--- src/rtl/ra_64x72_bist_pkg.sv ---
// ---------------------------------------------------------------------------
// ra_64x72_bist_pkg
// Shared definitions for the 64x72 array BIST / port-mux stage:
//   - march state encoding
//   - array geometry (address count, data width) and inter-phase gap length
//   - background-word helper used by both the write and the expect paths
// ---------------------------------------------------------------------------
package ra_64x72_bist_pkg;

    localparam int BIST_NADR = 64;   // addresses swept per phase
    localparam int BIST_GAP  = 1;    // idle cycles between phases
    localparam int BIST_AW   = 6;    // address width
    localparam int BIST_DW   = 72;   // data width

    typedef enum logic [3:0] {
        ST_IDLE  = 4'd0,
        ST_W0    = 4'd1,
        ST_G0    = 4'd2,
        ST_R0    = 4'd3,
        ST_G1    = 4'd4,
        ST_W1    = 4'd5,
        ST_G2    = 4'd6,
        ST_R1    = 4'd7,
        ST_DRAIN = 4'd8
    } bist_state_e;

    // Odd addresses hold the inverted background so that adjacent words
    // always differ in every bit.
    function automatic logic [BIST_DW-1:0] bg_word(input logic [BIST_AW-1:0] adr,
                                                    input logic [BIST_DW-1:0] pat);
        return adr[0] ? ~pat : pat;
    endfunction

endpackage

--- src/rtl/ra_64x72_bist_cmp.sv ---
// ---------------------------------------------------------------------------
// ra_bist_cmp
// Read-data checker for one array read port. Each issued read pushes its
// valid, address and expected word into an RD_LAT-deep shift register; the
// oldest stage lines up with the data the array returns and is compared.
//
// Ports:
//   clk, reset      clock, synchronous active-high reset (clears valids)
//   iss_vld_i       a read is being issued to the array this cycle
//   iss_adr_i       address of that read
//   iss_exp_i       word the read is expected to return
//   rd_dat_i        data returned by the array port
//   mis_o           returned data differs from expectation (valid compare)
//   mis_adr_o       address belonging to the compare on mis_o
// ---------------------------------------------------------------------------
module ra_bist_cmp #(
    parameter int RD_LAT = 2,
    parameter int DW     = 72,
    parameter int AW     = 6
) (
    input  logic          clk,
    input  logic          reset,
    input  logic          iss_vld_i,
    input  logic [AW-1:0] iss_adr_i,
    input  logic [DW-1:0] iss_exp_i,
    input  logic [DW-1:0] rd_dat_i,
    output logic          mis_o,
    output logic [AW-1:0] mis_adr_o
);

    logic          vld_q [RD_LAT];
    logic          vld_d [RD_LAT];
    logic [AW-1:0] adr_q [RD_LAT];
    logic [AW-1:0] adr_d [RD_LAT];
    logic [DW-1:0] exp_q [RD_LAT];
    logic [DW-1:0] exp_d [RD_LAT];

    for (genvar gi = 0; gi < RD_LAT; gi++) begin : g_stage
        if (gi == 0) begin : g_head
            assign vld_d[gi] = iss_vld_i;
            assign adr_d[gi] = iss_adr_i;
            assign exp_d[gi] = iss_exp_i;
        end else begin : g_tail
            assign vld_d[gi] = vld_q[gi-1];
            assign adr_d[gi] = adr_q[gi-1];
            assign exp_d[gi] = exp_q[gi-1];
        end
    end

    // Only the valid bits need a reset; address/expected words are
    // qualified by them.
    always_ff @(posedge clk) begin
        for (int i = 0; i < RD_LAT; i++) begin
            if (reset) begin
                vld_q[i] <= 1'b0;
            end else begin
                vld_q[i] <= vld_d[i];
            end
            adr_q[i] <= adr_d[i];
            exp_q[i] <= exp_d[i];
        end
    end

    assign mis_o     = vld_q[RD_LAT-1] && (rd_dat_i != exp_q[RD_LAT-1]);
    assign mis_adr_o = adr_q[RD_LAT-1];

endmodule

--- src/rtl/ra_64x72_bist.sv ---
// ---------------------------------------------------------------------------
// ra_64x72_bist
// BIST engine and port mux in front of the 64x72 2R/1W array wrapper.
// Idle: functional sys_* requests pass combinationally to ra_*.
// Running: a four-sweep march (W0, R0, W1, R1 with one-cycle gaps and a
// RD_LAT-cycle drain) owns all three array ports; both read ports are
// checked against the expected background word.
//
// Parameters: RD_LAT (array read latency), PATTERN (background word).
// Ports:
//   clk, reset                         clock, sync active-high reset
//   start                              one-cycle run request (idle only)
//   busy / done / fail                 run status (done and fail sticky)
//   fail_adr / fail_port / fail_cnt    first-miscompare capture and count
//   sys_rd_*_0/1, sys_wr_*_0           functional requests
//   ra_rd_*_0/1, ra_wr_*_0             array ports
//   ra_rd_dat_0/1                      array read data
// Build option: define TOYSRAM_BIST_DIAG_EN to keep the fail_adr/fail_port/
// fail_cnt capture; otherwise those outputs are constant 0.
// ---------------------------------------------------------------------------
module ra_64x72_bist
    import ra_64x72_bist_pkg::*;
#(
    parameter int                 RD_LAT  = 2,
    parameter logic [BIST_DW-1:0] PATTERN = 72'hAAAA_AAAA_AAAA_AAAA_AA
) (
    input  logic               clk,
    input  logic               reset,
    input  logic               start,
    output logic               busy,
    output logic               done,
    output logic               fail,
    output logic [BIST_AW-1:0] fail_adr,
    output logic               fail_port,
    output logic [7:0]         fail_cnt,
    input  logic               sys_rd_enb_0,
    input  logic [BIST_AW-1:0] sys_rd_adr_0,
    input  logic               sys_rd_enb_1,
    input  logic [BIST_AW-1:0] sys_rd_adr_1,
    input  logic               sys_wr_enb_0,
    input  logic [BIST_AW-1:0] sys_wr_adr_0,
    input  logic [BIST_DW-1:0] sys_wr_dat_0,
    output logic               ra_rd_enb_0,
    output logic [BIST_AW-1:0] ra_rd_adr_0,
    output logic               ra_rd_enb_1,
    output logic [BIST_AW-1:0] ra_rd_adr_1,
    output logic               ra_wr_enb_0,
    output logic [BIST_AW-1:0] ra_wr_adr_0,
    output logic [BIST_DW-1:0] ra_wr_dat_0,
    input  logic [BIST_DW-1:0] ra_rd_dat_0,
    input  logic [BIST_DW-1:0] ra_rd_dat_1
);

    localparam logic [BIST_AW-1:0] ADR_LAST = BIST_AW'(BIST_NADR - 1);
    localparam logic [7:0]         GAP_LAST = 8'(BIST_GAP - 1);
    localparam logic [7:0]         DRN_LAST = 8'(RD_LAT - 1);

    bist_state_e        state_q;
    logic [BIST_AW-1:0] adr_q;
    logic [7:0]         wait_q;
    logic               busy_q;
    logic               done_q;
    logic               fail_q;

    logic               start_acc;
    logic               mis_0;
    logic               mis_1;
    logic [BIST_AW-1:0] mis_adr_0;
    logic [BIST_AW-1:0] mis_adr_1;

    // Engine-side port drive; idle ports stay at enable/address/data 0.
    logic               eng_rd_enb_0;
    logic [BIST_AW-1:0] eng_rd_adr_0;
    logic               eng_rd_enb_1;
    logic [BIST_AW-1:0] eng_rd_adr_1;
    logic               eng_wr_enb_0;
    logic [BIST_AW-1:0] eng_wr_adr_0;
    logic [BIST_DW-1:0] eng_wr_dat_0;
    logic [BIST_DW-1:0] eng_exp_0;
    logic [BIST_DW-1:0] eng_exp_1;

    assign start_acc = (state_q == ST_IDLE) && start;

    // ------------------------------------------------------------------
    // March sequencer
    // ------------------------------------------------------------------
    always_ff @(posedge clk) begin
        if (reset) begin
            state_q <= ST_IDLE;
            adr_q   <= '0;
            wait_q  <= '0;
            busy_q  <= 1'b0;
            done_q  <= 1'b0;
            fail_q  <= 1'b0;
        end else begin
            case (state_q)
                ST_IDLE: begin
                    if (start) begin
                        state_q <= ST_W0;
                        adr_q   <= '0;
                        busy_q  <= 1'b1;
                        done_q  <= 1'b0;
                        fail_q  <= 1'b0;
                    end
                end
                ST_W0: begin
                    if (adr_q == ADR_LAST) begin
                        state_q <= ST_G0;
                        wait_q  <= '0;
                    end else begin
                        adr_q <= adr_q + 1'b1;
                    end
                end
                ST_G0: begin
                    if (wait_q == GAP_LAST) begin
                        state_q <= ST_R0;
                        adr_q   <= '0;
                    end else begin
                        wait_q <= wait_q + 1'b1;
                    end
                end
                ST_R0: begin
                    if (adr_q == ADR_LAST) begin
                        state_q <= ST_G1;
                        wait_q  <= '0;
                    end else begin
                        adr_q <= adr_q + 1'b1;
                    end
                end
                ST_G1: begin
                    if (wait_q == GAP_LAST) begin
                        state_q <= ST_W1;
                        adr_q   <= ADR_LAST;
                    end else begin
                        wait_q <= wait_q + 1'b1;
                    end
                end
                ST_W1: begin
                    if (adr_q == '0) begin
                        state_q <= ST_G2;
                        wait_q  <= '0;
                    end else begin
                        adr_q <= adr_q - 1'b1;
                    end
                end
                ST_G2: begin
                    if (wait_q == GAP_LAST) begin
                        state_q <= ST_R1;
                        adr_q   <= ADR_LAST;
                    end else begin
                        wait_q <= wait_q + 1'b1;
                    end
                end
                ST_R1: begin
                    if (adr_q == '0) begin
                        state_q <= ST_DRAIN;
                        wait_q  <= '0;
                    end else begin
                        adr_q <= adr_q - 1'b1;
                    end
                end
                ST_DRAIN: begin
                    if (wait_q == DRN_LAST) begin
                        state_q <= ST_IDLE;
                        busy_q  <= 1'b0;
                        done_q  <= 1'b1;
                    end else begin
                        wait_q <= wait_q + 1'b1;
                    end
                end
                default: begin
                    state_q <= ST_IDLE;
                    busy_q  <= 1'b0;
                end
            endcase
            // Compare valids only exist while a run is in flight, and the
            // final compare lands on the last DRAIN edge.
            if (mis_0 || mis_1) begin
                fail_q <= 1'b1;
            end
        end
    end

    // ------------------------------------------------------------------
    // Engine port drive. Port 1 walks the mirror address 63-a, which for
    // a 6-bit address is simply ~a.
    // ------------------------------------------------------------------
    always_comb begin
        eng_rd_enb_0 = 1'b0;
        eng_rd_adr_0 = '0;
        eng_rd_enb_1 = 1'b0;
        eng_rd_adr_1 = '0;
        eng_wr_enb_0 = 1'b0;
        eng_wr_adr_0 = '0;
        eng_wr_dat_0 = '0;
        eng_exp_0    = '0;
        eng_exp_1    = '0;
        case (state_q)
            ST_W0: begin
                eng_wr_enb_0 = 1'b1;
                eng_wr_adr_0 = adr_q;
                eng_wr_dat_0 = bg_word(adr_q, PATTERN);
            end
            ST_W1: begin
                eng_wr_enb_0 = 1'b1;
                eng_wr_adr_0 = adr_q;
                eng_wr_dat_0 = ~bg_word(adr_q, PATTERN);
            end
            ST_R0, ST_R1: begin
                eng_rd_enb_0 = 1'b1;
                eng_rd_adr_0 = adr_q;
                eng_rd_enb_1 = 1'b1;
                eng_rd_adr_1 = ~adr_q;
                eng_exp_0    = bg_word(adr_q, PATTERN);
                eng_exp_1    = bg_word(~adr_q, PATTERN);
                if (state_q == ST_R1) begin
                    eng_exp_0 = ~eng_exp_0;
                    eng_exp_1 = ~eng_exp_1;
                end
            end
            default: ;
        endcase
    end

    // Port mux: functional requests reach the array only while idle.
    always_comb begin
        if (state_q == ST_IDLE) begin
            ra_rd_enb_0 = sys_rd_enb_0;
            ra_rd_adr_0 = sys_rd_adr_0;
            ra_rd_enb_1 = sys_rd_enb_1;
            ra_rd_adr_1 = sys_rd_adr_1;
            ra_wr_enb_0 = sys_wr_enb_0;
            ra_wr_adr_0 = sys_wr_adr_0;
            ra_wr_dat_0 = sys_wr_dat_0;
        end else begin
            ra_rd_enb_0 = eng_rd_enb_0;
            ra_rd_adr_0 = eng_rd_adr_0;
            ra_rd_enb_1 = eng_rd_enb_1;
            ra_rd_adr_1 = eng_rd_adr_1;
            ra_wr_enb_0 = eng_wr_enb_0;
            ra_wr_adr_0 = eng_wr_adr_0;
            ra_wr_dat_0 = eng_wr_dat_0;
        end
    end

    // ------------------------------------------------------------------
    // Per-port checkers
    // ------------------------------------------------------------------
    ra_bist_cmp #(.RD_LAT(RD_LAT), .DW(BIST_DW), .AW(BIST_AW)) u_cmp_0 (
        .clk       (clk),
        .reset     (reset),
        .iss_vld_i (eng_rd_enb_0),
        .iss_adr_i (eng_rd_adr_0),
        .iss_exp_i (eng_exp_0),
        .rd_dat_i  (ra_rd_dat_0),
        .mis_o     (mis_0),
        .mis_adr_o (mis_adr_0)
    );

    ra_bist_cmp #(.RD_LAT(RD_LAT), .DW(BIST_DW), .AW(BIST_AW)) u_cmp_1 (
        .clk       (clk),
        .reset     (reset),
        .iss_vld_i (eng_rd_enb_1),
        .iss_adr_i (eng_rd_adr_1),
        .iss_exp_i (eng_exp_1),
        .rd_dat_i  (ra_rd_dat_1),
        .mis_o     (mis_1),
        .mis_adr_o (mis_adr_1)
    );

    // ------------------------------------------------------------------
    // Diagnostic capture
    // ------------------------------------------------------------------
`ifdef TOYSRAM_BIST_DIAG_EN
    logic [BIST_AW-1:0] fail_adr_q;
    logic               fail_port_q;
    logic [7:0]         fail_cnt_q;
    logic [8:0]         cnt_sum;

    assign cnt_sum = 9'(fail_cnt_q) + 9'(mis_0) + 9'(mis_1);

    always_ff @(posedge clk) begin
        if (reset || start_acc) begin
            fail_adr_q  <= '0;
            fail_port_q <= 1'b0;
            fail_cnt_q  <= '0;
        end else begin
            // First miscompare only; port 0 takes priority on a tie.
            if (!fail_q && (mis_0 || mis_1)) begin
                fail_adr_q  <= mis_0 ? mis_adr_0 : mis_adr_1;
                fail_port_q <= !mis_0;
            end
            fail_cnt_q <= (cnt_sum > 9'd255) ? 8'd255 : cnt_sum[7:0];
        end
    end

    assign fail_adr  = fail_adr_q;
    assign fail_port = fail_port_q;
    assign fail_cnt  = fail_cnt_q;
`else
    logic diag_unused;
    assign diag_unused = ^{mis_adr_0, mis_adr_1, start_acc};

    assign fail_adr  = '0;
    assign fail_port = 1'b0;
    assign fail_cnt  = '0;
`endif

    assign busy = busy_q;
    assign done = done_q;
    assign fail = fail_q;

endmodule

--- config.mk ---
export PLATFORM = sky130hd
export DESIGN_NAME = ra_64x72_bist
export DESIGN_NICKNAME = d
export VERILOG_FILES = /design/src/rtl/ra_64x72_bist_pkg.sv /design/src/rtl/ra_64x72_bist_cmp.sv /design/src/rtl/ra_64x72_bist.sv
export SDC_FILE = /design/constraint.sdc
export NUM_CORES = 1
export LEC_CHECK = 0
export BUFFER_PORTS_ARGS = -buffer_cell sky130_fd_sc_hd__buf_4
export CORE_UTILIZATION = 57
export CTS_CLUSTER_SIZE = 10
export DETAILED_ROUTE_END_ITERATION = 12
export GPL_ROUTABILITY_DRIVEN = 0
export GPL_TIMING_DRIVEN = 0
export PLACE_DENSITY_LB_ADDON = 0.12
export SKIP_LAST_GASP = 1
export SLEW_MARGIN = 15
export SYNTH_ARGS = -nofsm -noshare
export SYNTH_HDL_FRONTEND = slang
export SYNTH_HIERARCHICAL = 1
export SYNTH_SLANG_ARGS = --single-unit
export TNS_END_PERCENT = 20
--- constraint.sdc ---
create_clock -name clk -period 8.3 [get_ports clk]
set_clock_uncertainty 0.2 [all_clocks]
set_input_delay 0.415 -clock clk [delete_from_list [all_inputs] [get_ports clk]]
set_output_delay 0.415 -clock clk [all_outputs]
set_load 0.02 [all_outputs]
==> results of run 1 <==
-- per-stage QoR --
step	hold WS, ns	instances	setup WS (ns)
5_1_grt	0.08961	1469	4.375
2_1_floorplan	0.1096	867	5.089
6_report	0.08716	1469	4.601
3_5_place_dp	0.1121	1425	5.193
3_3_place_gp	0.1096	1422	3.079
4_1_cts	0.06409	1469	4.641
-- routing by layer --
layer | track usage | up-vias | wire [um]
met5 | 0 | - | 0
met4 | 0.1034 | 0 | 739
met3 | 0.07612 | 48 | 1806
met2 | 0.4596 | 309 | 11530
met1 | 0.2926 | 3177 | 9053
li1 | - | 3522 | -
-- final timing paths --
| path | start | to | slack, ns |
|---|---|---|---|
| setup / recovery | state_q[2]$_SDFFE_PP0P_ | ra_wr_dat_0[3] | 4.60 |
| hold / removal | start | busy$_SDFFE_PP0P_ | 0.09 |
| setup reg to reg | state_q[0]$_SDFFE_PP0P_ | u_cmp_1/exp_q[0][3]$_DFF_P_ | 5.49 |
| hold reg to reg | u_cmp_0/exp_q[0][23]$_DFF_P_ | u_cmp_0/exp_q[0][95]$_DFF_P_ | 0.11 |
-- sequential cells by signal, summed over array words and instances, names as in the netlist --
register / flops
adr_q: 6
wait_q: 8
busy: 1
u_cmp_0/vld_q: 2
u_cmp_0/exp_q: 144
state_q: 4
u_cmp_1/exp_q: 144
done: 1
fail: 1
u_cmp_1/vld_q: 2
-- cell usage in the layout, fill, tap and decap left out, drive strengths merged, types with 2 or more instances in the layout --
cell type and instances:
nor2b 6, inv 6, nor3 4, a221oi 2, or4b 2, xnor2 118, ha 8, mux2i 4
o21ai 8, nor2 24, a22o 6, a21oi 11, conb 15, buf 364, a21o 17, xor2 36
and2 2, nand4 31, nand2 161, and3 4, clkbuf 56, a211oi 3, nand3 7, a31oi 3
dfxtp 313, nor4 16, o41a 2, or3 7
-- worst max-delay path, cell delays in order, from the launching register on --
cell	delay (ns)
dfxtp_1	0.35
buf_1	0.29
nor3_1	0.47
clkbuf_1	0.54
buf_1	0.44
nand2_1	0.22
nand2_1	0.12
buf_4	0.15
-- report_power, final --
| group | switching (mW) | leakage [nW] | total (mW) | internal (mW) |
|---|---|---|---|---|
| clock network | 0.525 | 0.498 | 1.36 | 0.835 |
| registers | 0.00204 | 2.52 | 1.51 | 1.51 |
| logic | 0.167 | 3.29 | 0.340 | 0.173 |
-- final cells by class --
cell class              count  area [um2]
flip-flops and latches    313        6266
multi-input cells         508        3239
fillers                   949        2940
repair buffers            339        2608
clock buffers              42       996.0
well taps                 220       275.3
plain buffers              40       220.2
inverters                   6       22.52
clock inverters             1       16.27
==> run_results.csv, run 1 <==
group,metric,value,unit
outcome,status,"finished clean",
cells_and_area,diodes,0,
logic_synthesis,postSynthCellCount,853,
setup_path,cp-start-kind,"register",
clocking,h-tree-depth,2,
detailed_routing,drt_wl_total,23.13,mm
clocking,clk_pin_slew,0.05,ns
clocking,tritoncts,"yes",
sta,setup_viol,0,
floorplan,die_area,17510,um2
power_and_ir_drop,ir_worst_vdd,0.2800,mV
setup_path,r2r.worst_path.cells,8,
sta,worstMarginPinSlew,0.8087,ns
logic_synthesis,avgSynthCellArea,11.35,um2
sta,layout_min_cycle_time,3.699,ns
detailed_routing,vias_per_cell,4.803,
detailed_routing,dr.first_iter.drc_count,302,
logic_synthesis,ys_warn_count,6,
sta,hold_viol,0,
sta,rsz0062_at_grt,"no",
cells_and_area,area_delta_synth_final,40.93,%
clocking,clk_path_buf_depth,3,
cells_and_area,drive_gt1_frac,0.3275,
clocking,cts_resized,0,
sta,fmax,270.3,MHz
power_and_ir_drop,p_leak,6.309,nW
floorplan,io_pins,351,
floorplan,die_y,132.3,um
flow_run,maxCapViolCount,0,
global_routing,grt_use_total,0.2597,
cells_and_area,utilization,0.8227,
sta,slew_violations,0,
cells_and_area,final_area,13640,um2
cells_and_area,finalNetCount,1494,
clocking,cts_buffers,37,
clocking,hold_buffers,1,
power_and_ir_drop,finalPower,3.209,mW
global_routing,grt_first_pass_wirelength,35.04,mm
global_routing,grt_max_degree,39,
place,io_buffers,335,
setup_path,required,7.69,ns
global_routing,antenna_found_initial,0,
setup_path,path_max_fanout,10,
floorplan,start_util,0.5837,
worst_hold_path,whs_path_depth,3,
detailed_routing,vias,7056,
global_routing,grt_pass1_vias,6900,
sta,post-route-period-util,0.4457,
clocking,clock-sinks,313,
place,place_area,12620,um2
clocking,post-cts-setup-buffers,0,
power_and_ir_drop,power_density,235.2,nW/um2
setup_path,cp.arrival,3.08,ns
detailed_routing,ant_nets,0,
detailed_routing,drc_errors,0,
clocking,clkLatencyLatePin,0.49,ns
clocking,cts_root_buf,"clkbuf_16",
sta,timing.slew.headroom,0.4589,
setup_path,worst-setup-path-type,"reg -> out",
setup_path,endpoint_kind,"output pin",
floorplan,die_x,132.3,um
global_routing,gr-total-overflow,0,
detailed_routing,wl_per_cell,15.74,um
place,hpwlAfterDp,16.64,mm
logic_synthesis,syn_area,9681,um2
floorplan,fp-row-count,47,
worst_hold_path,hp-class,"in -> reg",
detailed_routing,dr.pass1.iters,4,
floorplan,coreArea,16580,um2
sta,tns,0,ns
No activity file was read; power rests on OpenSTA's default activity.
==> run 2: changes to the inputs <==
Settings changed: CORE_ASPECT_RATIO set to 1.1, CORE_UTILIZATION 57 to 53.
Clock period 8.3 ns to 3.8 ns, I/O delays scaled along.
==> run 2 against run 1 <==
Against the previous run: clock power grew 110%; utilization is 5.5 points lower; sequential power is 120% higher; cell area grew 0.19%; register-to-register slack got worse by 4.5 ns; routed wire length rose by 2.0%; flip-flop and latch count is the same; non-clock buffer count increased by 2; first-iteration DRC count up 10%; global-route usage shrank 1.6 points; combinational power up 120%; critical endpoint is now ra_wr_dat_0[58]; highest routed layer unchanged.
==> run_results.csv, run 2 (synthesis gave the netlist of run 1 again) <==
group,metric,value,unit
outcome,status,"finished clean",
setup_path,crit_path_frequent_cell,"nand2_1",
global_routing,grt_pass1_vias,7045,
setup_path,slowest_delay,0.45,ns
detailed_routing,vias_per_cell,4.790,
sta,post-route-period-util,0.8865,
detailed_routing,vias,7122,
detailed_routing,dr.pass1.iters,5,
floorplan,coreArea,17800,um2
sta,layout_min_cycle_time,3.369,ns
place,hpwlAfterDp,17.01,mm
cells_and_area,reg_top3,"u_cmp_0/exp_q (144), u_cmp_1/exp_q (144), wait_q (8)",
floorplan,die_y,143.7,um
clocking,h-tree-depth,2,
floorplan,io_pins,351,
power_and_ir_drop,power_density,507.4,nW/um2
setup_path,required,3.41,ns
sta,fmax,296.8,MHz
setup_path,endpoint_kind,"output pin",
global_routing,antenna_found_initial,1,
place,io_buffers,335,
clocking,cts_root_buf,"clkbuf_16",
cells_and_area,area_delta_synth_final,41.21,%
clocking,clkLatencyLatePin,0.49,ns
sta,timing.final.ws_setup,0.4311,ns
floorplan,die_area,18810,um2
cells_and_area,drive_gt1_frac,0.3269,
setup_path,cp-start-kind,"register",
clocking,cts_buffers,37,
detailed_routing,dr.first_iter.drc_count,333,
detailed_routing,drt_wl_total,23.58,mm
floorplan,die_x,130.9,um
cells_and_area,final_cell_mix,"buf_4 (351), dfxtp_1 (313), nand2_1 (161), xnor2_1 (118), clkbuf_16 (38)",
sta,slew_violations,0,
clocking,clock-sinks,313,
global_routing,grt_first_pass_wirelength,34.44,mm
sta,rsz0062_at_grt,"no",
cells_and_area,nFillCells,1175,
detailed_routing,drc_errors,0,
setup_path,critPathBufInv,4,
sta,setup_viol,0,
floorplan,fp-row-count,51,
setup_path,cp_slowest_cell,"clkbuf_1",
setup_path,cp.arrival,2.98,ns
global_routing,grt_use_total,0.2433,
sta,tns,0,ns
flow_run,maxCapViolCount,0,
cells_and_area,final_area,13670,um2
setup_path,crit_family,"buffers and inverters",
sta,hold_viol,0,
floorplan,start_util,0.5437,
clocking,post-cts-setup-buffers,0,
worst_hold_path,hp-class,"in -> reg",
clocking,clk_pin_slew,0.05,ns
global_routing,grt_max_degree,35,
clocking,clk_path_buf_depth,3,
place,place_ws,1.016,ns
sta,timing.slew.headroom,0.5721,
detailed_routing,ant_nets,0,
place,place_area,12670,um2
clocking,tritoncts,"yes",
cells_and_area,final_common_cell,"buf_4",
setup_path,worst-setup-path-type,"reg -> out",
setup_path,crit_chain,"buf_6, or2_2, nor3_1, clkbuf_1, buf_1, nand2_1, nand2_1, buf_4",
sta,worstMarginPinSlew,0.6418,ns
cells_and_area,finalNetCount,1496,
detailed_routing,wl_per_cell,15.85,um
clocking,cts_resized,0,
setup_path,path_max_fanout,10,
power_and_ir_drop,ir_worst_vdd,0.3099,mV
global_routing,gr-total-overflow,0,
power_and_ir_drop,finalPower,6.936,mW
power_and_ir_drop,p_leak,6.306,nW
run 2: cell count changes in the layout (fill, tap and decap cells not counted), sizes merged:
| cell | delta |
|---|---|
| buf | +1 |
| clkbuf | -4 |
| diode | +1 |
| dlygate4sd3 | +1 |
| inv | +1 |
run 2: worst register-to-register path: stages (launching register included):
cell,delay (ns)
dfxtp_1,0.33
buf_6,0.13
nor2b_1,0.19
clkbuf_1,0.38
and2_1,0.34
ha_1,0.29
a21o_1,0.16
a21oi_1,0.17
xnor2_1,0.15
a221oi_1,0.10
a211oi_1,0.23
run 2: cell type report:
cell class              count  area (um2)  share of cell area
flip-flops and latches    313        6266              0.4584
multi-input cells         508        3239              0.2370
repair buffers            341        2645              0.1935
clock buffers              38       950.9             0.06957
well taps                 238       297.8             0.02178
plain buffers              40       220.2             0.01611
clock inverters             2       25.02            0.001831
inverters                   6       22.52            0.001648
diodes                      1       2.502           0.0001831
run 2: metrics by stage:
stage,hold slack [ns],util,std cells
final,0.01358,0.7678,1487
after global routing,0.06796,0.7678,1487
after CTS,0.01153,0.7677,1486
after detailed placement,0.1121,0.7117,1444
after global placement,0.1095,0.7047,1440
after floorplan,0.06161,-,867
run 2: path summary, 6_finish.rpt:
kind	startpoint	end	slack, ns	cells past startpoint
setup / recovery	state_q[0]$_SDFFE_PP0P_	ra_wr_dat_0[58]	0.43	8
hold / removal	ra_rd_dat_1[13]	fail$_SDFFE_PP0P_	0.01	6
setup reg to reg	state_q[0]$_SDFFE_PP0P_	adr_q[4]$_SDFFE_PP0P_	1.04	10
hold reg to reg	u_cmp_1/exp_q[0][38]$_DFF_P_	u_cmp_1/exp_q[0][110]$_DFF_P_	0.12	0
run 2: metal layers:
layer | vias to the layer above | global-route usage | wire length [um]
met3 | 47 | 0.06143 | 1678
met1 | 3265 | 0.2686 | 8924
met5 | - | 0 | 0
met2 | 286 | 0.4277 | 12000
met4 | 0 | 0.1270 | 969
li1 | 3524 | - | -
run 2: repair_timing:
action	CTS	global route
setup endpoints to repair	0	0
hold buffers	2	0
hold endpoints to repair	10	0
run 2: report_power, final:
part           internal [mW]  switching, mW
Combinational          0.379          0.366
Clock                   1.76           1.14
Sequential              3.29        0.00467
Total                   5.43           1.51
==> run 3: changes to the inputs <==
==> constraint.sdc (replaced) <==
create_clock -name clk -period 3.8 [get_ports clk]
set_clock_uncertainty 0.2 [all_clocks]
set_input_delay 0.57 -clock clk [delete_from_list [all_inputs] [get_ports clk]]
set_output_delay 0.57 -clock clk [all_outputs]
set_load 0.02 [all_outputs]
==> run 3 against run 2 <==
Against the previous run: utilization down 0.11 points; routed wire length down 0.23%; maximum frequency down 6.0%; register-to-register slack about the same; combinational power about the same; worst hold slack better by 0.10 ns; non-clock buffer count down 2; global-route usage about the same; critical path depth unchanged; via count about the same; clock power about the same; critical endpoint unchanged.
==> run_results.csv, run 3 (synthesis gave the netlist of run 1 again) <==
group,metric,value,unit
setup_path,cp.arrival,2.81,ns
sta,timing.final.ws_setup,0.2163,ns
cells_and_area,final_common_cell,"buf_4",
floorplan,die_y,143.7,um
setup_path,r2r.worst_path.cells,10,
place,placed_cells,1444,
floorplan,io_pins,351,
clocking,clk_pin_slew,0.05,ns
cells_and_area,finalNetCount,1494,
detailed_routing,ant_nets,0,
clocking,cts_root_buf,"clkbuf_16",
global_routing,grt_max_degree,35,
setup_path,path_max_fanout,10,
setup_path,crit_end,"ra_wr_dat_0[58]",
global_routing,grt_pass1_vias,7032,
sta,tns,0,ns
clocking,h-tree-depth,2,
sta,fmax,279.0,MHz
setup_path,critPathLaunch,"state_q[0]$_SDFFE_PP0P_",
outcome,status,"finished clean",
sta,worstMarginPinSlew,0.6367,ns
setup_path,crit_family,"buffers and inverters",
floorplan,coreArea,17800,um2
sta,timing.slew.headroom,0.5755,
sta,layout_min_cycle_time,3.584,ns
cells_and_area,instances_no_fill,1485,
place,place_area,12670,um2
setup_path,r2r_setup_slack,1.05,ns
clocking,tritoncts,"yes",
cells_and_area,final_cell_mix,"buf_4 (351), dfxtp_1 (313), nand2_1 (161), xnor2_1 (118), clkbuf_16 (38)",
sta,post-route-period-util,0.9431,
setup_path,required,3.03,ns
place,io_buffers,335,
cells_and_area,reg_top3,"u_cmp_0/exp_q (144), u_cmp_1/exp_q (144), wait_q (8)",
clocking,cts_buffers,37,
sta,hold_viol,0,
detailed_routing,drt_wl_total,23.52,mm
sta,setup_viol,0,
floorplan,die_area,18810,um2
power_and_ir_drop,finalPower,6.932,mW
detailed_routing,dr.pass1.iters,5,
setup_path,crit_cells,8,
flow_run,maxCapViolCount,0,
global_routing,grt_use_total,0.2431,
setup_path,cp_slowest_cell,"buf_1",
clocking,clkLatencyLatePin,0.49,ns
detailed_routing,wl_per_cell,15.84,um
detailed_routing,vias,7117,
setup_path,cp-start-kind,"register",
power_and_ir_drop,p_leak,6.301,nW
global_routing,gr-total-overflow,0,
power_and_ir_drop,ir_worst_vdd,0.3098,mV
detailed_routing,vias_per_cell,4.793,
place,place_ws,0.6359,ns
detailed_routing,dr.first_iter.drc_count,342,
clocking,post-cts-setup-buffers,0,
global_routing,antenna_found_initial,1,
floorplan,die_x,130.9,um
setup_path,r2r-start,"state_q[0]$_SDFFE_PP0P_",
setup_path,r2r_end,"adr_q[4]$_SDFFE_PP0P_",
detailed_routing,drc_errors,0,
setup_path,endpoint_kind,"output pin",
cells_and_area,area_delta_synth_final,41.01,%
setup_path,worst-setup-path-type,"reg -> out",
clocking,cts_resized,0,
global_routing,grt_first_pass_wirelength,34.40,mm
sta,slew_violations,0,
place,hpwlAfterDp,17.01,mm
worst_hold_path,hp-class,"reg -> reg",
setup_path,critPathBufInv,4,
sta,rsz0062_at_grt,"no",
floorplan,start_util,0.5437,
clocking,clock-sinks,313,
setup_path,crit_path_frequent_cell,"nand2_1",
floorplan,fp-row-count,51,
setup_path,slowest_delay,0.41,ns
clocking,clk_path_buf_depth,3,
cells_and_area,drive_gt1_frac,0.3283,
power_and_ir_drop,power_density,507.8,nW/um2
setup_path,crit_chain,"buf_6, or2_2, nor3_1, clkbuf_2, buf_1, nand2_1, nand2_1, buf_4",
cells_and_area,final_area,13650,um2
clocking,hold_buffers,0,
==> run 3: per-stage QoR <==
| stage | util | hold WS [ns] |
|---|---|---|
| floorplan | - | 0.1096 |
| global placement | 0.7047 | 0.1095 |
| detailed placement | 0.7117 | 0.1121 |
| CTS | 0.7665 | 0.1176 |
| global route | 0.7667 | 0.1172 |
| finish | 0.7667 | 0.1153 |
==> run 3: worst min path at each step <==
stage	startpoint	depth (start not counted)	endpoint
final	u_cmp_0/exp_q[0][6]$_DFF_P_	0	u_cmp_0/exp_q[0][78]$_DFF_P_
after global routing	u_cmp_0/exp_q[0][6]$_DFF_P_	0	u_cmp_0/exp_q[0][78]$_DFF_P_
after CTS	u_cmp_0/exp_q[0][10]$_DFF_P_	0	u_cmp_0/exp_q[0][82]$_DFF_P_
after detailed placement	u_cmp_0/exp_q[0][36]$_DFF_P_	0	u_cmp_0/exp_q[0][108]$_DFF_P_
after global placement	u_cmp_1/exp_q[0][38]$_DFF_P_	0	u_cmp_1/exp_q[0][110]$_DFF_P_
after floorplan	u_cmp_0/exp_q[0][28]$_DFF_P_	0	u_cmp_0/exp_q[0][100]$_DFF_P_
==> run 3: metal layers <==
| metal | vias up | part of all wire | track usage |
|---|---|---|---|
| met3 | 49 | 0.079 | 0.06217 |
| met1 | 3245 | 0.37 | 0.2688 |
| met5 | - | 0 | 0 |
| li1 | 3515 | - | - |
| met4 | 0 | 0.042 | 0.1270 |
| met2 | 308 | 0.51 | 0.4261 |
==> run 3: report_power, final <==
| part | internal, mW | switching [mW] |
|---|---|---|
| clock | 1.76 | 1.13 |
| sequential | 3.29 | 0.00448 |
| combinational | 0.378 | 0.366 |
==> run 3: final cells by class <==
| class | count | area [um2] |
|---|---|---|
| multi-input combinational | 508 | 3239 |
| clock buffer | 38 | 950.9 |
| antenna | 1 | 2.502 |
| buffer | 40 | 221.5 |
| fill | 1176 | 4153 |
| sequential | 313 | 6266 |
| tap | 238 | 297.8 |
| clock inverter | 2 | 25.02 |
| timing repair buffer | 339 | 2625 |
| inverter | 6 | 22.52 |
